### src/rtl/branch_predict_unit.sv
// RV32 branch resolution in EX, plus a PC-indexed saturating-counter direction predictor
// and saturating branch/mispredict statistics.
module branch_predict_unit #(
   parameter int unsigned ENTRIES   = 16,
   parameter int unsigned CTR_BITS  = 2,
   parameter int unsigned CNT_WIDTH = 32
) (
   input  logic                 CLK,
   input  logic                 RESET,
   input  logic [31:0]          IF_PC,
   output logic                 PREDICT_TAKEN,
   input  logic                 EX_VALID,
   input  logic [31:0]          EX_PC,
   input  logic [2:0]           EX_SIGNAL,
   input  logic                 EQ,
   input  logic                 LT,
   input  logic                 LTU,
   input  logic                 EX_PREDICTED,
   output logic                 BRANCH_TAKEN,
   output logic                 MISPREDICT,
   input  logic                 CLR_STATS,
   output logic [CNT_WIDTH-1:0] BRANCH_COUNT,
   output logic [CNT_WIDTH-1:0] MISPREDICT_COUNT
);

   localparam int unsigned IDX_BITS = $clog2(ENTRIES);
   localparam logic [CTR_BITS-1:0]  CtrMax = '1;
   localparam logic [CTR_BITS-1:0]  WeakNt = CtrMax >> 1;
   localparam logic [CNT_WIDTH-1:0] CntMax = '1;

   logic [CTR_BITS-1:0]  table_q [ENTRIES];
   logic [CTR_BITS-1:0]  cur_ctr, upd_ctr;
   logic [IDX_BITS-1:0]  if_idx, ex_idx;
   logic                 is_br, cond;
   logic [CNT_WIDTH-1:0] br_cnt_q, br_cnt_d, mis_cnt_q, mis_cnt_d;
   logic                 unused_pc;

   assign if_idx = IF_PC[IDX_BITS+1:2];
   assign ex_idx = EX_PC[IDX_BITS+1:2];
   assign unused_pc = ^{IF_PC[31:IDX_BITS+2], IF_PC[1:0], EX_PC[31:IDX_BITS+2], EX_PC[1:0]};

   // Written as a range test so an unknown EX_SIGNAL propagates to is_br and is caught below.
   assign is_br = EX_VALID && (EX_SIGNAL inside {[3'd1:3'd6]});

   always_comb begin
      cond = 1'b0;
      case (EX_SIGNAL)
         3'd1:    cond = EQ;
         3'd2:    cond = !EQ;
         3'd3:    cond = LT;
         3'd4:    cond = !LT;
         3'd5:    cond = LTU;
         3'd6:    cond = !LTU;
         default: cond = 1'b0;
      endcase
   end

   assign BRANCH_TAKEN  = is_br && cond;
   assign MISPREDICT    = is_br && (cond != EX_PREDICTED);
   assign PREDICT_TAKEN = table_q[if_idx][CTR_BITS-1];

   assign cur_ctr = table_q[ex_idx];

   always_comb begin
      upd_ctr = cur_ctr;
      if (cond) begin
         if (cur_ctr != CtrMax) upd_ctr = cur_ctr + CTR_BITS'(1);
      end else begin
         if (cur_ctr != '0) upd_ctr = cur_ctr - CTR_BITS'(1);
      end
   end

   always_comb begin
      br_cnt_d  = br_cnt_q;
      mis_cnt_d = mis_cnt_q;
      if (CLR_STATS) begin
         br_cnt_d  = '0;
         mis_cnt_d = '0;
      end else if (is_br) begin
         if (br_cnt_q != CntMax) br_cnt_d = br_cnt_q + CNT_WIDTH'(1);
         if (MISPREDICT && (mis_cnt_q != CntMax)) mis_cnt_d = mis_cnt_q + CNT_WIDTH'(1);
      end
   end

   always_ff @(posedge CLK or posedge RESET) begin
      if (RESET) begin
         for (int unsigned i = 0; i < ENTRIES; i++) table_q[i] <= WeakNt;
         br_cnt_q  <= '0;
         mis_cnt_q <= '0;
      end else begin
         if (is_br) table_q[ex_idx] <= upd_ctr;
         br_cnt_q  <= br_cnt_d;
         mis_cnt_q <= mis_cnt_d;
      end
   end

   assign BRANCH_COUNT     = br_cnt_q;
   assign MISPREDICT_COUNT = mis_cnt_q;

   a_is_br_known: assert property (@(posedge CLK) disable iff (RESET) !$isunknown(is_br));

endmodule

### config.mk
export PLATFORM = sky130hd
export DESIGN_NAME = branch_predict_unit
export DESIGN_NICKNAME = d
export VERILOG_FILES = /design/src/rtl/branch_predict_unit.sv
export SDC_FILE = /design/constraint.sdc
export NUM_CORES = 1
export LEC_CHECK = 0
export ABC_CLOCK_PERIOD_IN_PS = 3050
export BUFFER_PORTS_ARGS = -buffer_cell sky130_fd_sc_hd__buf_2
export CAP_MARGIN = 20
export CORE_AREA = 2 2 102 104
export CTS_BUF_LIST = sky130_fd_sc_hd__clkbuf_8
export CTS_CLUSTER_SIZE = 30
export DETAILED_ROUTE_END_ITERATION = 10
export DIE_AREA = 0 0 104 106
export PLACE_DENSITY = 0.93
export SYNTH_ARGS = -nofsm -noshare
export SYNTH_HDL_FRONTEND = slang
export SYNTH_SLANG_ARGS = --single-unit
### constraint.sdc
create_clock -name CLK -period 3.05 [get_ports CLK]
set_input_delay 0.1525 -clock CLK [delete_from_list [all_inputs] [get_ports CLK]]
set_output_delay 0.1525 -clock CLK [all_outputs]
set_load 0.005 [all_outputs]
Yosys cells after proc, flatten, opt, wreduce, memory -nomap -nowiden:

Index checks and enable logic that the tools add are counted.

* bits of input ports: 75
* flip-flop bits (word level): 96
* output and inout bits: 67
* word-level logic and storage cells: 73

* reduce and logical (&&, ||, !) cells: 15
* bitwise operators: 2
* order comparisons: 5
* eq/ne operators: 10
* multiplexer cells: 19
* add/subtract/negate cells: 4

Operators by type and width (number)
* $mux W32: 6
* $add A32 B1 Y32 const B: 2
* $ne A32 B32 Y1 const B: 2
* $bwmux W32: 1
* $bmux W2 S4: 2
* $mux W2: 8
* $ge A5 B5 Y1 const B: 2
* $not A4 Y5: 2
* $eq A3 B3 Y1 const B: 3
* $demux W2 S4: 1
* $reduce_bool A2 Y1: 4
* $eq A3 B2 Y1 const B: 2
* $logic_and A1 B1 Y1: 6
* $pmux W1 S6: 1
* $lt A5 B1 Y1 const B: 1
* $reduce_and A2 Y1: 2
* $eq A3 B1 Y1 const B: 1
* $ge A3 B1 Y1 const B: 1
* $le A3 B3 Y1 const B: 1
* $logic_not A1 Y1: 3
* $add A2 B1 Y2 const B: 1
* $ne A2 B2 Y1 const B: 1
* $sub A2 B1 Y2 const B: 1
* $ne A1 B1 Y1: 1

Longest topological paths before layout:

* word-level depth: 8
* depth in mapped cells: 9
* depth with buffers taken out: 7

Worst setup path after synthesis:

OpenSTA, ideal clock, no wires.

* kind: reg2reg
* start: register br_cnt_q[0] (netlist: BRANCH_COUNT[0])
* end: register br_cnt_q[12] (netlist: BRANCH_COUNT[12])
* slack: 892 ps
* clock period less this slack: 2158 ps
* arrival time: 2026 ps
* data required time: 2918 ps
* library setup time: 132 ps
* buffers on the path: 2
* stages on the path, launching flop included: 10
* cell sequence: dfrtp_1 > ha_1 > and2_1 > and3_1 > clkbuf_1 > a31oi_1 > clkbuf_1 > nand4_1 > xor2_1 > nor2_1

* word-level cells in the longest chain between the ends: 4
* elaborated cells between the ends (all ways): 7
* those cells by class: 1 x add/sub; 1 x eq/ne; 3 x mux; 2 x reduce/logical

RTL lines
* from (decl): RTL line 35 `logic [CNT_WIDTH-1:0] br_cnt_q, br_cnt_d, mis_cnt_q, mis_cnt_d;`
* from (signal assigned): RTL line 92 `br_cnt_q <= br_cnt_d;`
* $add A32 B1 Y32: RTL line 80 `if (br_cnt_q != CntMax) br_cnt_d = br_cnt_q + CNT_WIDTH'(1);`
* $mux W32: RTL line 80
* $mux W32: RTL line 79 `end else if (is_br) begin`
* $mux W32: RTL line 76 `if (CLR_STATS) begin`

Several ways; a longest one is shown, not always the timed one. The select of a mux whose other input is x is not followed.
A chain may end at the register's enable or synchronous reset.

Worst setup path after layout:

* start: register mis_cnt_q[14] (netlist: MISPREDICT_COUNT[14])
* end: register mis_cnt_q[26] (netlist: MISPREDICT_COUNT[26])

* word-level cells in the longest chain between the ends: 4
* elaborated cells between the ends (all ways): 8
* those cells by class: 1 x add/sub; 1 x eq/ne; 3 x mux; 3 x reduce/logical

RTL lines
* from (decl): RTL line 35
* from (signal assigned): RTL line 93 `mis_cnt_q <= mis_cnt_d;`
* $add A32 B1 Y32 or $ne A32 B32 Y1 (tied branches): RTL line 81 `if (MISPREDICT && (mis_cnt_q != CntMax)) mis_cnt_d = mis_cnt_q + CNT_WIDTH'(1);`
* $mux W32 or $logic_and A1 B1 Y1 (tied branches): RTL line 81
* $mux W32 or $reduce_bool A2 Y1 (tied branches)
* $mux W32 or $reduce_and A2 Y1 (tied branches)

Several ways; a longest one is shown, not always the timed one. The select of a mux whose other input is x is not followed.

==> impl_metrics.csv <==
group,metric,value,unit
power_and_ir_drop,switching_share,0.2602,
cts,cts_resized,0,
worst_setup_path,critPathBufInv,0,
final_layout,area_growth,13.66,%
power_and_ir_drop,clkPwrFrac,0.304,
final_layout,final_common_cell,"buf_2",
global_route,grt_start_max_net_pins,60,
sta,max_freq,413.1,MHz
cts,worstSkewPairLatency,0.37,ns
sta,rsz0062_at_grt,"false",
sta,slew_headroom,0.3125,
synthesis,synth_edf_count,0,
sta,period_needed,2.421,ns
detailed_routing,wl_per_cell,17.20,um
synthesis,yosysWarnings,0,
detailed_routing,viasPerCell,6.020,
synthesis,synth_cell_type_count,53,
flow_run,drv_cap,0,
detailed_routing,dr_total_vias,4443,
final_layout,nets,674,
floorplanning,start_util,0.5342,
status,outcome,"complete, no violations",
power_and_ir_drop,total_power,2.811,mW
power_and_ir_drop,p_comb_frac,0.153,
synthesis,synth_cells,521,
cts,cts.path.max_buffers,2,
worst_setup_path,path_common_cell,"nand4_1",
global_route,overflow,0,
synthesis,syn_area_per_cell,10.25,um2
synthesis,synth_seq_area_share,0.4535,
power_and_ir_drop,p_leak,2.787,nW
final_layout,layout-drive-gt1-share,0.2957,
floorplanning,fp.dieW,104,um
final_layout,final_cell_mix,"85 x buf_2, 80 x dfrtp_1, 46 x nand2_1, 39 x nor2_1, 35 x mux2_2",
sta,hold_viol,0,
global_route,grt_pass1_vias,4279,
cts,h-tree-depth,3,
power_and_ir_drop,seqPwrFrac,0.544,
power_and_ir_drop,p_int,2.079,mW
power_and_ir_drop,worst_ir_drop_vdd,0.2383,mV
cts,tritoncts,"done",
final_layout,seq_area,0.002422,mm2
sta,finalCritPeriodShare,0.7937,
synthesis,synth_nets,598,
worst_setup_path,cp.required,3.31,ns
detailed_routing,drt-total-wl,12.70,mm
global_route,grt_usage,0.2342,
global_route,grt_antenna_before_repair,0,
detailed_routing,drtIter0Drc,248,
global_route,grt_first_pass_wirelength,20.69,mm
worst_setup_path,cp-end-kind,"flop",
sta,skew,0.01231,ns
placed_design,io_buffers,85,
worst_setup_path,cp_top_family,"simple AND/OR/NAND/NOR gates",
cts,clkSinkCount,96,
synthesis,ys_dominant_reg_cell,"dfrtp_1",
worst_setup_path,criticalPathCategory,"flop to flop",
worst_hold_path,hold_class,"input port to flop",
worst_setup_path,path_max_fanout,8,
final_layout,multi_input_area,0.002781,mm2
sta,tns,0,ns
placed_design,place_hpwl,8.950,mm
floorplanning,die_h,106,um
worst_setup_path,crit_path_start_kind,"flop",
worst_setup_path,crit_slowest_cell,"nor4_2",
worst_setup_path,critical_path.cell_chain,"nand4_1, nor4_2, a41o_1, a211oi_2, nand4_1, mux2_2",
placed_design,place_congestion,0.8609,
sta,setup_viol,0,
floorplanning,die_area,0.01102,mm2
worst_setup_path,slowest_delay,0.60,ns
cts,cts_buffers,9,
detailed_routing,route.detailed.drc,0,
final_layout,design_area,0.006071,mm2
synthesis,async_reset_ff_frac,1.000,
detailed_routing,antenna_left,0,
sta,hold_slack,0.2692,ns
synthesis,syn-cell-area,0.005341,mm2
worst_setup_path,worstPathArrival,2.68,ns
final_layout,diodes,0,
cts,root_buffer,"clkbuf_8",
detailed_routing,dr.pass1.iters,5,
final_layout,post-route-util,0.6071,
power_and_ir_drop,switchingPower,0.7314,mW
power_and_ir_drop,power.density,463.0,mW/mm2
placed_design,dpl_cell_area,0.005862,mm2
final_layout,fillCellCount,830,
floorplanning,rows,37,
cts,clkTransAtPathRegs,0.09,ns
floorplanning,core,0.01000,mm2
sta,tightest_slew,1.031,ns
floorplanning,pin_count,142,
sta,slew_violations,0,
synthesis,synth_seq_cells,96,
flip-flops by register name (all words and copies together) (netlist names):
register          count
MISPREDICT_COUNT     32
BRANCH_COUNT         32
table_q              32
power by group through the flow:
stage                     clock network, mW  logic, mW  registers, mW
final                                 0.853      0.429           1.53
after global routing                  0.920      0.468           1.54
after CTS                             0.856      0.433           1.53
after detailed placement                  0      0.425           1.55
after global placement                    0      0.395           1.53
after floorplan                           0      0.338           1.51
logic make-up (layout without fill, tap and decap cells):
| family | after synthesis | in the layout | synth area share |
|---|---|---|---|
| xor gates and xnor gates | 25 | 25 | 0.04099 |
| muxes | 50 | 50 | 0.1340 |
| and+or+nand+nor | 241 | 241 | 0.2443 |
| AOI/OAI and AO/OA | 75 | 75 | 0.09253 |
| adders and majority gates | 4 | 4 | 0.008900 |
| buffers and inverters | 30 | 111 | 0.02577 |
| DFF | 96 | 96 | 0.4535 |
metal layers:
| layer | vias up | global-route usage | part of all wire |
|---|---|---|---|
| met5 | - | 0 | 0 |
| met4 | 0 | 0.1062 | 0.019 |
| met3 | 19 | 0.03863 | 0.058 |
| met2 | 167 | 0.3872 | 0.50 |
| met1 | 2180 | 0.3051 | 0.42 |
| li1 | 2077 | - | - |
tightest hold or removal path: cells and delay by family:
family | cells | cell delay [ns]
buffers and inverters | 1 | 0.11
and+or+nand+nor | 2 | 0.20
muxes | 1 | 0.15
what timing repair did:
item	CTS	global route
hold endpoints to repair	31	0
hold buffers	1	0
setup endpoints to repair	0	0
buffers inserted	0	0
final timing paths:
path | from | endpoint | slack (ns) | cells after the start
worst max-delay path | MISPREDICT_COUNT[14]$_DFFE_PP0P_ | MISPREDICT_COUNT[26]$_DFFE_PP0P_ | 0.63 | 6
worst min-delay path | EX_PC[4] | table_q[15]$_DFFE_PP0P_ | 0.27 | 4
worst max register to register | MISPREDICT_COUNT[14]$_DFFE_PP0P_ | MISPREDICT_COUNT[26]$_DFFE_PP0P_ | 0.63 | 6
worst min register to register | table_q[9]$_DFFE_PP0P_ | table_q[9]$_DFFE_PP0P_ | 0.54 | 1
max in group asynchronous | RESET | MISPREDICT_COUNT[4]$_DFFE_PP0P_ | 1.87 | 4
min in group asynchronous | RESET | table_q[17]$_DFFE_PP0P_ | 0.46 | 3
synth_stat cells (2+ instances only):
| cell type | number | area [um2] |
|---|---|---|
| a21o_1 | 8 | 60.06 |
| a21oi_1 | 26 | 130.1 |
| a22oi_1 | 2 | 15.01 |
| a31oi_2 | 2 | 25.02 |
| and2_1 | 8 | 50.05 |
| and3_1 | 21 | 131.4 |
| and4_1 | 8 | 70.07 |
| buf_2 | 2 | 10.01 |
| buf_6 | 3 | 33.78 |
| clkbuf_1 | 19 | 71.32 |
| dfrtp_1 | 80 | 2002 |
| dfstp_2 | 16 | 420.4 |
| ha_1 | 2 | 25.02 |
| inv_1 | 5 | 18.77 |
| maj3_2 | 2 | 22.52 |
| mux2_2 | 35 | 394.1 |
| mux4_1 | 2 | 52.55 |
| mux4_2 | 11 | 247.7 |
| nand2_1 | 46 | 172.7 |
| nand2b_1 | 2 | 12.51 |
| nand3_1 | 27 | 135.1 |
| nand4_1 | 29 | 181.4 |
| nor2_1 | 39 | 146.4 |
| nor2b_1 | 14 | 87.58 |
| nor3_1 | 9 | 45.04 |
| nor3b_1 | 3 | 22.52 |
| nor4_1 | 3 | 18.77 |
| nor4_2 | 2 | 25.02 |
| o21ai_0 | 20 | 100.1 |
| o31ai_1 | 6 | 45.04 |
| or3_1 | 19 | 118.9 |
| or4_1 | 6 | 45.04 |
| xnor2_1 | 6 | 52.55 |
| xor2_1 | 19 | 166.4 |
cell type report:
cell class                 instances  share of cell area
clock buffer                      11             0.02494
clock inverter                     5            0.007832
inverter                           5            0.003298
multi-input combinational        395              0.4582
sequential                        96              0.3990
tap                              136             0.02803
timing repair buffer              90             0.07873
through the flow:
stage,worst slack (ns),std cells
finish,0.6291,738
global route,0.4743,738
CTS,0.6721,738
detailed placement,0.6473,721
global placement,0.7128,721
floorplan,0.4186,521
(Power assumes the default switching activity.)
